## src/rtl/logic_gate_tester.sv

```systemverilog
// Self-checking stimulus/response block for a six-gate unit (OR, AND, NAND, XOR, NOT, NOR).
// Optional macro LOGIC_GATE_TESTER_STOP_ON_FAIL_EN ends the run at the first failing vector.
module logic_gate_tester #(
    parameter int SETTLE_CYCLES = 2
) (
    input  logic       clk,
    input  logic       rst,
    input  logic       start,
    output logic       a,
    output logic       b,
    output logic       c,
    input  logic       yor,
    input  logic       yand,
    input  logic       ynand,
    input  logic       yxor,
    input  logic       ynot,
    input  logic       ynor,
    output logic       busy,
    output logic       done,
    output logic       pass,
    output logic [3:0] err_count,
    output logic [2:0] fail_vec,
    output logic [5:0] fail_mask
);

    localparam int SETTLE_EFF = (SETTLE_CYCLES < 1) ? 1 : SETTLE_CYCLES;
    localparam int CW         = (SETTLE_EFF < 2) ? 1 : $clog2(SETTLE_EFF);
    localparam logic [CW-1:0] CNT_LAST = CW'(SETTLE_EFF - 1);

    typedef enum logic [1:0] {
        IDLE   = 2'd0,
        SETTLE = 2'd1,
        CHECK  = 2'd2,
        DONE   = 2'd3
    } state_t;

    // Reference gate responses, bit order {or, and, nand, xor, not, nor}
    function automatic logic [5:0] gate_expect(input logic ia, input logic ib, input logic ic);
        return {ia | ib, ia & ib, ~(ia & ib), ia ^ ib, ~ic, ~(ia | ib)};
    endfunction

    state_t        state_r, state_s;
    logic [2:0]    vec_r, vec_s;
    logic [CW-1:0] cnt_r, cnt_s;
    logic [2:0]    abc_r, abc_s;
    logic          busy_r, busy_s;
    logic          done_r, done_s;
    logic          pass_r, pass_s;
    logic [3:0]    err_r, err_s;
    logic [2:0]    fvec_r, fvec_s;
    logic [5:0]    fmask_r, fmask_s;
    logic [5:0]    mismatch_s;
    logic          last_s;

    // Compare against values derived from the registered stimulus, not the gate inputs
    assign mismatch_s = gate_expect(abc_r[2], abc_r[1], abc_r[0])
                      ^ {yor, yand, ynand, yxor, ynot, ynor};

    // Next-state and next-output logic
    always_comb begin
        state_s = state_r;
        vec_s   = vec_r;
        cnt_s   = cnt_r;
        abc_s   = abc_r;
        busy_s  = busy_r;
        done_s  = done_r;
        pass_s  = pass_r;
        err_s   = err_r;
        fvec_s  = fvec_r;
        fmask_s = fmask_r;
        last_s  = 1'b0;
        case (state_r)
            IDLE, DONE: begin
                if (start) begin
                    state_s = SETTLE;
                    vec_s   = 3'd0;
                    cnt_s   = CW'(0);
                    abc_s   = 3'd0;
                    busy_s  = 1'b1;
                    done_s  = 1'b0;
                    pass_s  = 1'b0;
                    err_s   = 4'd0;
                    fvec_s  = 3'd0;
                    fmask_s = 6'd0;
                end else if (state_r == IDLE) begin
                    pass_s  = 1'b0;
                    err_s   = 4'd0;
                    fvec_s  = 3'd0;
                    fmask_s = 6'd0;
                end else begin
                    done_s  = 1'b1;
                end
            end
            SETTLE: begin
                abc_s = vec_r;
                if (cnt_r == CNT_LAST) begin
                    state_s = CHECK;
                    cnt_s   = CW'(0);
                end else begin
                    cnt_s   = cnt_r + CW'(1);
                end
            end
            CHECK: begin
                if (|mismatch_s) begin
                    err_s = err_r + 4'd1;
                    if (err_r == 4'd0) begin
                        fvec_s  = vec_r;
                        fmask_s = mismatch_s;
                    end else begin
                        fvec_s  = fvec_r;
                    end
                end else begin
                    err_s = err_r;
                end
`ifdef LOGIC_GATE_TESTER_STOP_ON_FAIL_EN
                last_s = (vec_r == 3'd7) || (|mismatch_s);
`else
                last_s = (vec_r == 3'd7);
`endif
                if (last_s) begin
                    state_s = DONE;
                    busy_s  = 1'b0;
                    done_s  = 1'b1;
                    pass_s  = (err_s == 4'd0);
                    abc_s   = 3'd0;
                end else begin
                    state_s = SETTLE;
                    vec_s   = vec_r + 3'd1;
                    cnt_s   = CW'(0);
                    abc_s   = vec_r + 3'd1;
                end
            end
            default: begin
                state_s = IDLE;
                vec_s   = 3'd0;
                cnt_s   = CW'(0);
                abc_s   = 3'd0;
                busy_s  = 1'b0;
                done_s  = 1'b0;
                pass_s  = 1'b0;
                err_s   = 4'd0;
                fvec_s  = 3'd0;
                fmask_s = 6'd0;
            end
        endcase
    end

    // State and output registers with synchronous reset
    always_ff @(posedge clk) begin
        if (rst) begin
            state_r <= IDLE;
            vec_r   <= 3'd0;
            cnt_r   <= CW'(0);
            abc_r   <= 3'd0;
            busy_r  <= 1'b0;
            done_r  <= 1'b0;
            pass_r  <= 1'b0;
            err_r   <= 4'd0;
            fvec_r  <= 3'd0;
            fmask_r <= 6'd0;
        end else begin
            state_r <= state_s;
            vec_r   <= vec_s;
            cnt_r   <= cnt_s;
            abc_r   <= abc_s;
            busy_r  <= busy_s;
            done_r  <= done_s;
            pass_r  <= pass_s;
            err_r   <= err_s;
            fvec_r  <= fvec_s;
            fmask_r <= fmask_s;
        end
    end

    assign a         = abc_r[2];
    assign b         = abc_r[1];
    assign c         = abc_r[0];
    assign busy      = busy_r;
    assign done      = done_r;
    assign pass      = pass_r;
    assign err_count = err_r;
    assign fail_vec  = fvec_r;
    assign fail_mask = fmask_r;

endmodule

```

## config.mk

```make
export PLATFORM = sky130hd
export DESIGN_NAME = logic_gate_tester
export DESIGN_NICKNAME = d
export VERILOG_FILES = /design/src/rtl/logic_gate_tester.sv
export SDC_FILE = /design/constraint.sdc
export NUM_CORES = 1
export LEC_CHECK = 0
export CORE_UTILIZATION = 45
export CTS_CLUSTER_DIAMETER = 50
export CTS_CLUSTER_SIZE = 28
export DETAILED_ROUTE_END_ITERATION = 10
export PLACE_DENSITY_LB_ADDON = 0.12
export SYNTH_ARGS = -nofsm -noshare
export SYNTH_HDL_FRONTEND = slang
export SYNTH_SLANG_ARGS = --single-unit
export TNS_END_PERCENT = 30
```

## constraint.sdc

```tcl
create_clock -name clk -period 5 [get_ports clk]
set_clock_uncertainty 0.1 [all_clocks]
set_input_delay 1 -clock clk [delete_from_list [all_inputs] [get_ports clk]]
set_output_delay 1 -clock clk [all_outputs]
set_load 0.01 [all_outputs]
```

==> results.ini, run 1 <==
[outcome]
outcome=complete, but fails checks
violations=design-rule violations

[cts]
h-tree-depth=1
post-cts-setup-buffer-count=0
insertion_delay_ps=330
numCtsBuffers=3
cts_root_buffer=clkbuf_4
postCtsHoldBufs=0
cts.clk_slew.worst_paths_ps=150
cts_buffer_depth=2
cts_sinks=25
cts-resized-gates=0
cts_tree=yes

[critical_path]
cp.arrival_ps=3260
path_max_fanout=22
cp_top_family=simple AND/OR/NAND/NOR gates
cp.depth=5
start_kind=primary input
worst_r2r_path_depth=6
worst_path_max_delay_cell=clkdlybuf4s50_1
crit_chain=clkdlybuf4s50_1, nand2b_1, or3_1, nor3_2, a22o_1
path_class=primary input to flop
max_stage_delay_ps=840
end_kind=flop
required_ps=5190
crit_buf_inv=1

[timing]
tightest_slew_ps=832
fmax_mhz=326
setup_ws_ps=1930
timing.final.crit_share_pct=61.4
setup_viol=0
fin_tns_setup_ps=0
min_period_ps=3070
hold_ws_ps=394
slew_violations=0
hold_violations=0
rsz0062_at_grt=false
slew_headroom_pct=44.4

[floorplan]
die_h_um=57.7
die_area_sq_mm=0.00333
fp-row-count=19
start_util_pct=49.0
die_w_um=57.7
core-area_sq_mm=0.00285
io_pins=28

[synth]
netlist_instances=154
synth_nets=172
yosysTopAreaCell=dfxtp_1
synth_edf_count=0
synth_area_sq_mm=0.00140
synth.area.top_cells=dfxtp_1 (36%), a22o_1 (8.8%), ha_1 (8.1%)
yosysMostFrequentCell=dfxtp_1
syn_area_per_cell_sq_um=9.08
synth-seq-cells=25
synth_top_area_share_pct=35.8
ys_seq_area_share_pct=35.8
yosys_most_used_dff=dfxtp_1
async_flop_share_pct=0
synthDistinctLibCells=43
yosysWarnings=0
yosys-top-cells-count=dfxtp_1 (25), nor2_1 (18), a22o_1 (14)

[routing]
drc=4
wl_per_cell_um=14.1
via_count=1172
drt-total-wl_mm=2.94
postRouteAntennaNets=0
viasPerCell=5.63
first_pass_iters=7
dr.first_iter.drc_count=58

[finish]
final_net_count=196
num-fill-cells=262
area_delta_synth_final_pct=21.4
final_util_pct=59.5
drive_gt1_share_pct=8.47
final_cells=208
diodes=0

[hold_path]
worst_hold_path_type=flop to flop
min_path_cells=1

[flow_run]
maxCapViolCount=0

[placement]
place_congestion=0.768
place_inst=204
port_buffers=27
place_ws_ps=1590
dp_hpwl_mm=2.18

[power]
p_per_area_mw_per_mm2=214
p_leak_uw=0.000616
vdd_drop_max_uv=128

[grt]
grt_usage_pct=18.7
antenna_found_initial=0
grt_pass1_wl_mm=4.87
grt_max_degree=23
overflow=0
grt_pass1_vias=1111

==> registers in the layout, indices dropped and copies added (netlist names) <==
register   count
err_count      4
busy           1
abc_r          3
cnt_r          1
vec_r          3
state_r        2
done           1
fail_mask      6
fail_vec       3
pass           1
==> metal layers <==
layer,track usage [%],vias up,part of all wire [%]
met3,4.69,2,4.3
met5,0,-,0
met1,24.4,547,47
li1,-,603,-
met4,5.10,0,0.54
met2,31.1,20,48
==> logic make-up after synthesis <==
family	synth area share, %
buffers and inverters	4.48
multiplexers	3.76
XOR/XNOR	4.39
AO/OA/AOI/OAI	21.9
AND/OR/NAND/NOR	21.6
flip-flops	35.8
adder cells (fa/ha/maj)	8.06
==> area by class of cell <==
cell class	instances	area (sq um)	share of cell area [%]
inverter	6	22.5	1.33
clock inverter	1	7.51	0.442
timing repair buffer	27	270	15.9
multi-input combinational	115	835	49.2
tap	31	38.8	2.29
clock buffer	3	22.5	1.33
sequential	25	500	29.5
==> stage by stage <==
step	total power, uW	instance area [sq um]
after global placement	269	1670
after floorplan	253	1400
after detailed placement	270	1670
final	362	1700
after CTS	366	1700
after global routing	379	1700
==> path summary, 6_finish.rpt <==
check	endpoint	from	slack, ps
worst max-delay path	fail_vec[2]	rst	1930
worst min-delay path	fail_mask[4]	fail_mask[4]	390
worst max register to register	fail_vec[2]	state_r[0]	2660
worst min register to register	fail_mask[4]	fail_mask[4]	390
==> report_power, final <==
part / total (uW) / leakage (uW) / switching [uW] / internal (uW)
clock network: 96.3 / 0.0000139 / 65.7 / 30.6
registers: 206 / 0.000202 / 2.76 / 203
logic: 60.1 / 0.000400 / 34.5 / 25.6
==> cells in the final DEF, fill, tap and decap left out, drive strengths merged <==
cell / Yosys / layout
clkdlybuf4s50: 0 / 27
dfxtp: 25 / 25
nor2: 18 / 18
a22o: 14 / 14
ha: 9 / 9
nor3: 9 / 9
a21oi: 8 / 8
nand2: 7 / 7
inv: 6 / 6
o21ai: 5 / 5
nor2b: 4 / 4
xnor2: 4 / 4
a22oi: 4 / 4
mux2i: 3 / 3
xor2: 3 / 3
clkbuf: 5 / 3
nand3b: 2 / 2
nand3: 2 / 2
o31ai: 2 / 2
mux2: 2 / 2
a211oi: 2 / 2
or3b: 2 / 2
or4: 2 / 2
and2: 1 / 1
o41a: 1 / 1
or2: 1 / 1
nor4: 1 / 1
nor4b: 1 / 1
a21boi: 1 / 1
o211ai: 1 / 1
a31oi: 1 / 1
nand2b: 1 / 1
or3: 1 / 1
or4b: 1 / 1
nor3b: 1 / 1
o22ai: 1 / 1
clkinvlp: 0 / 1
No activity file was read; power rests on OpenSTA's default activity.
==> inputs of run 2 (changes only) <==
- clock period: 5 -> 3.2 ns (I/O delays scaled with it)
==> results.ini, run 2 (synthesis results as in run 1) <==
[outcome]
outcome=complete, but fails checks  ; unchanged
violations=design-rule violations  ; unchanged

[finish]
stdcell_area_sq_mm=0.00171  ; was 0.00170 sq mm
diodes=0  ; unchanged
drive_gt1_share_pct=9.50  ; was 8.47%
final_net_count=198  ; was 196
area_delta_synth_final_pct=22.5  ; was 21.4%
layout_commonest_cell=clkdlybuf4s50_1  ; unchanged
largest_reg_flops=6  ; unchanged
layout_common_cells=clkdlybuf4s50_1 (27), dfxtp_1 (25), nor2_1 (18)  ; unchanged

[cts]
cts_buffer_depth=2  ; unchanged
cts_tree=yes  ; unchanged
cts_root_buffer=clkbuf_4  ; unchanged
post-cts-setup-buffer-count=0  ; unchanged
cts_sinks=25  ; unchanged
insertion_delay_ps=320  ; was 330 ps
h-tree-depth=1  ; unchanged
postCtsHoldBufs=0  ; unchanged
cts.clk_slew.worst_paths_ps=150  ; about the same
numCtsBuffers=3  ; unchanged
cts-resized-gates=0  ; unchanged

[timing]
hold_violations=0  ; unchanged
fin_tns_setup_ps=0  ; unchanged
timing.final.crit_share_pct=72.3
slew_headroom_pct=61.2  ; was 44.4%
tightest_slew_ps=578  ; was 832 ps
setup_viol=0  ; unchanged
rsz0062_at_grt=false  ; unchanged
min_period_ps=2320
slew_violations=0  ; unchanged
setup_ws_ps=885  ; was 1930 ps
fmax_mhz=432
hold_ws_ps=404  ; was 394 ps

[floorplan]
die_w_um=57.7  ; unchanged
io_pins=28  ; unchanged
core-area_sq_mm=0.00285  ; unchanged
die_area_sq_mm=0.00333  ; unchanged
fp-row-count=19  ; unchanged
start_util_pct=49.0  ; unchanged
die_h_um=57.7  ; unchanged

[critical_path]
cp.arrival_ps=2490  ; was 3260 ps
end_kind=flop  ; unchanged
start_kind=primary input  ; unchanged
worst_path_max_delay_cell=clkdlybuf4s50_1  ; unchanged
required_ps=3380  ; was 5190 ps
max_stage_delay_ps=520  ; was 840 ps
crit_buf_inv=1  ; unchanged
crit_chain=clkdlybuf4s50_1, or3b_4, a22oi_4, a211oi_2, nor3_4, a22o_1  ; was clkdlybuf4s50_1, nand2b_1, or3_1, nor3_2, a22o_1
path_class=primary input to flop  ; unchanged
cp_top_family=simple AND/OR/NAND/NOR gates  ; unchanged
path_max_fanout=9  ; was 22

[placement]
dpl-instance-area_sq_mm=0.00168  ; was 0.00167 sq mm
port_buffers=27  ; unchanged
place_congestion=0.723  ; was 0.768
dp_hpwl_mm=2.13  ; was 2.18 mm
place_ws_ps=539  ; was 1590 ps

[power]
finalPower_uw=570  ; was 362 uW
p_leak_uw=0.000626  ; was 0.000616 uW
vdd_drop_max_uv=217  ; was 128 uV
p_per_area_mw_per_mm2=333  ; was 214 mW/mm^2

[grt]
overflow=0  ; unchanged
grt_max_degree=22  ; was 23
grt_pass1_wl_mm=4.89  ; was 4.87 mm
busiest_layer=met2  ; unchanged
grt_pass1_vias=1132  ; was 1,111
grt_use_met3_pct=3.35  ; was 4.69%
grtUsageMet2_pct=31.2  ; was 31.1%
grt_usage_pct=18.5  ; was 18.7%
antenna_found_initial=0  ; unchanged
met1_usage_pct=24.1  ; was 24.4%

[routing]
drc=4  ; unchanged
postRouteAntennaNets=0  ; unchanged
dr.first_iter.drc_count=68  ; was 58
first_pass_iters=7  ; unchanged
viasPerCell=5.68  ; was 5.63
drt-total-wl_mm=2.92  ; was 2.94 mm
wl_per_cell_um=13.9  ; was 14.1 um
via_count=1192  ; was 1,172

[hold_path]
worst_hold_path_type=flop to flop  ; unchanged

[flow_run]
maxCapViolCount=0  ; unchanged

-- run 2: stage by stage --
| step | utilization, % | std cells |
|---|---|---|
| 3_3_place_gp | 58.9 | 206 |
| 2_1_floorplan | - | 154 |
| 3_5_place_dp | 58.9 | 206 |
| 6_report | 60.0 | 210 |
| 4_1_cts | 60.0 | 210 |
| 5_1_grt | 60.0 | 210 |
-- run 2: area by class of cell --
cell class | instances | area (sq um)
clock buffer | 3 | 22.5
clock inverter | 1 | 7.51
fill | 263 | 1140
inverter | 6 | 22.5
multi-input combinational | 115 | 835
sequential | 25 | 500
tap | 31 | 38.8
timing repair buffer | 29 | 285
-- run 2: worst paths after layout --
check,to,slack [ps],start,cells after the start
max,fail_vec[2],880,ynand,6
min,fail_mask[5],400,fail_mask[5],1
max reg2reg,fail_vec[2],880,state_r[1],6
min reg2reg,fail_mask[5],400,fail_mask[5],1
-- run 2: power breakdown --
part           total, uW  switching (uW)  leakage (uW)  internal (uW)
clock                152             105     0.0000139           47.7
combinational       95.9            54.3      0.000410           41.6
sequential           322            4.33      0.000202            318
total                570             163      0.000626            407
-- run 2: worst reg2reg max path, delay by kind of cell, from the launching register on --
family	cells	cell delay, ps
buf+inv	1	80
flops	1	390
fa+ha+maj	1	480
compound gates	1	220
simple gates	3	1000
-- run 2: layer usage --
metal,vias to the layer above,share of wire [%]
met1,558,48
met4,0,0.58
met2,21,47
met3,2,3.7
met5,-,0
li1,611,-
==> inputs of run 3 (changes only) <==
- clock period: 3.2 -> 2.3 ns (I/O delays scaled with it)
==> results.ini, run 3 (synthesis results as in run 1) <==
[timing]
fin_tns_setup_ps=0  ; unchanged
slew_headroom_pct=62.2  ; was 61.2%
tightest_slew_ps=565  ; was 578 ps
fmax_mhz=476
min_period_ps=2100
hold_violations=0  ; unchanged
setup_viol=0  ; unchanged
rsz0062_at_grt=false  ; unchanged
hold_ws_ps=397  ; was 404 ps
slew_violations=0  ; unchanged
timing.final.crit_share_pct=91.4
setup_ws_ps=198  ; was 885 ps

[finish]
num-fill-cells=256  ; was 263
drive_gt1_share_pct=15.2  ; was 9.50%
area_delta_synth_final_pct=28.7  ; was 22.5%
final_util_pct=63.1  ; was 60.0%
final_net_count=210  ; was 198
layout_commonest_cell=clkdlybuf4s50_1  ; unchanged
largest_reg_flops=6  ; unchanged
layout_common_cells=clkdlybuf4s50_1 (27), dfxtp_1 (25), nor2_1 (18)  ; unchanged
diodes=0  ; unchanged

[grt]
grt_max_degree=22  ; unchanged
overflow=0  ; unchanged
antenna_found_initial=0  ; unchanged
grt_usage_pct=20.1  ; was 18.5%
grt_pass1_wl_mm=5.29  ; was 4.89 mm
grt_pass1_vias=1214  ; was 1,132

[cts]
numCtsBuffers=3  ; unchanged
post-cts-setup-buffer-count=0  ; unchanged
cts.clk_slew.worst_paths_ps=150  ; about the same
cts_sinks=25  ; unchanged
cts-resized-gates=0  ; unchanged
cts_tree=yes  ; unchanged
postCtsHoldBufs=0  ; unchanged
h-tree-depth=1  ; unchanged
insertion_delay_ps=320  ; about the same
cts_root_buffer=clkbuf_4  ; unchanged
cts_buffer_depth=2  ; unchanged

[routing]
drt-total-wl_mm=3.08  ; was 2.92 mm
postRouteAntennaNets=0  ; unchanged
drc=3  ; was 4
dr.first_iter.drc_count=43  ; was 68
viasPerCell=5.58  ; was 5.68
via_count=1238  ; was 1,192
wl_per_cell_um=13.9  ; about the same
first_pass_iters=9  ; was 7

[placement]
port_buffers=27  ; unchanged
place_ws_ps=-150  ; was 539 ps
dp_hpwl_mm=2.29  ; was 2.13 mm
place_congestion=0.755  ; was 0.723

[floorplan]
die_w_um=57.7  ; unchanged
start_util_pct=49.0  ; unchanged
core-area_sq_mm=0.00285  ; unchanged
die_area_sq_mm=0.00333  ; unchanged
die_h_um=57.7  ; unchanged
io_pins=28  ; unchanged
fp-row-count=19  ; unchanged

[power]
p_per_area_mw_per_mm2=447  ; was 333 mW/mm^2
vdd_drop_max_uv=319  ; was 217 uV
p_comb_share_pct=19.0  ; was 16.8%
clockPowerShare_pct=25.3  ; was 26.7%
total_switching_power_uw=224  ; was 163 uW
sequentialPowerShare_pct=55.7  ; was 56.4%
internal-power_uw=580  ; was 407 uW
p_sw_share_pct=27.8  ; was 28.7%
p_leak_uw=0.000691  ; was 0.000626 uW

[critical_path]
required_ps=2480  ; was 3380 ps
path_max_fanout=5  ; was 9
crit_buf_inv=2  ; was 1
path_class=flop to flop  ; was primary input to flop
start_kind=flop  ; was primary input
cp_top_family=simple AND/OR/NAND/NOR gates  ; unchanged
max_stage_delay_ps=430  ; was 520 ps
worst_path_max_delay_cell=or3b_1  ; was clkdlybuf4s50_1
cp.arrival_ps=2280  ; was 2490 ps
crit_chain=inv_1, ha_1, or3b_1, a22oi_4, a211oi_2, nor3_4, buf_4, a22o_1  ; was clkdlybuf4s50_1, or3b_4, a22oi_4, a211oi_2, nor3_4, a22o_1
end_kind=flop  ; unchanged

[hold_path]
worst_hold_path_type=flop to flop  ; unchanged

[flow_run]
maxCapViolCount=0  ; unchanged

[outcome]
outcome=complete, but fails checks  ; unchanged
violations=design-rule violations  ; unchanged

## run 3: cell types whose count changed in the layout (fill, tap and decap cells not counted)
cell and change:
clkinv_2 +1, clkinvlp_4 -1, buf_4 +12
## run 3: area by class of cell
cell class	count	area, sq um	share of cell area (%)
Clock buffer	3	22.5	1.25
Clock inverter	1	5.00	0.278
Inverter	6	22.5	1.25
Multi-Input combinational cell	115	835	46.4
Sequential cell	25	500	27.8
Tap cell	31	38.8	2.16
Timing Repair Buffer	41	375	20.9
## run 3: path summary, 6_finish.rpt
kind                     start      endpoint  cells after the start  slack [ps]
setup reg to reg      abc_r[2]  fail_mask[3]                      8         200
setup / recovery      abc_r[2]  fail_mask[3]                      8         200
hold / removal    fail_mask[5]  fail_mask[5]                      1         400
hold reg to reg   fail_mask[5]  fail_mask[5]                      1         400
## run 3: layer usage
metal | share of wire (%) | wire length, um | track usage [%] | vias to the layer above
met4 | 0.55 | 17 | 7.14 | 0
met5 | 0 | 0 | 0 | -
met1 | 48 | 1490 | 26.7 | 585
met2 | 48 | 1500 | 34.2 | 19
met3 | 2.5 | 77 | 2.01 | 2
li1 | - | - | - | 632
## run 3: metrics by stage
stage | power (uW) | cell area (sq um) | std cells
after CTS | 808 | 1780 | 220
after global placement | 602 | 1760 | 216
after global routing | 851 | 1800 | 222
final | 804 | 1800 | 222
after detailed placement | 606 | 1760 | 216
after floorplan | 549 | 1400 | 154
## run 3: power groups by stage
stage | clock network (uW) | logic, uW | registers [uW]
after floorplan | 0 | 91.0 | 458
after global placement | 0 | 146 | 457
after detailed placement | 0 | 149 | 457
after CTS | 210 | 150 | 448
after global routing | 233 | 170 | 449
final | 203 | 153 | 448
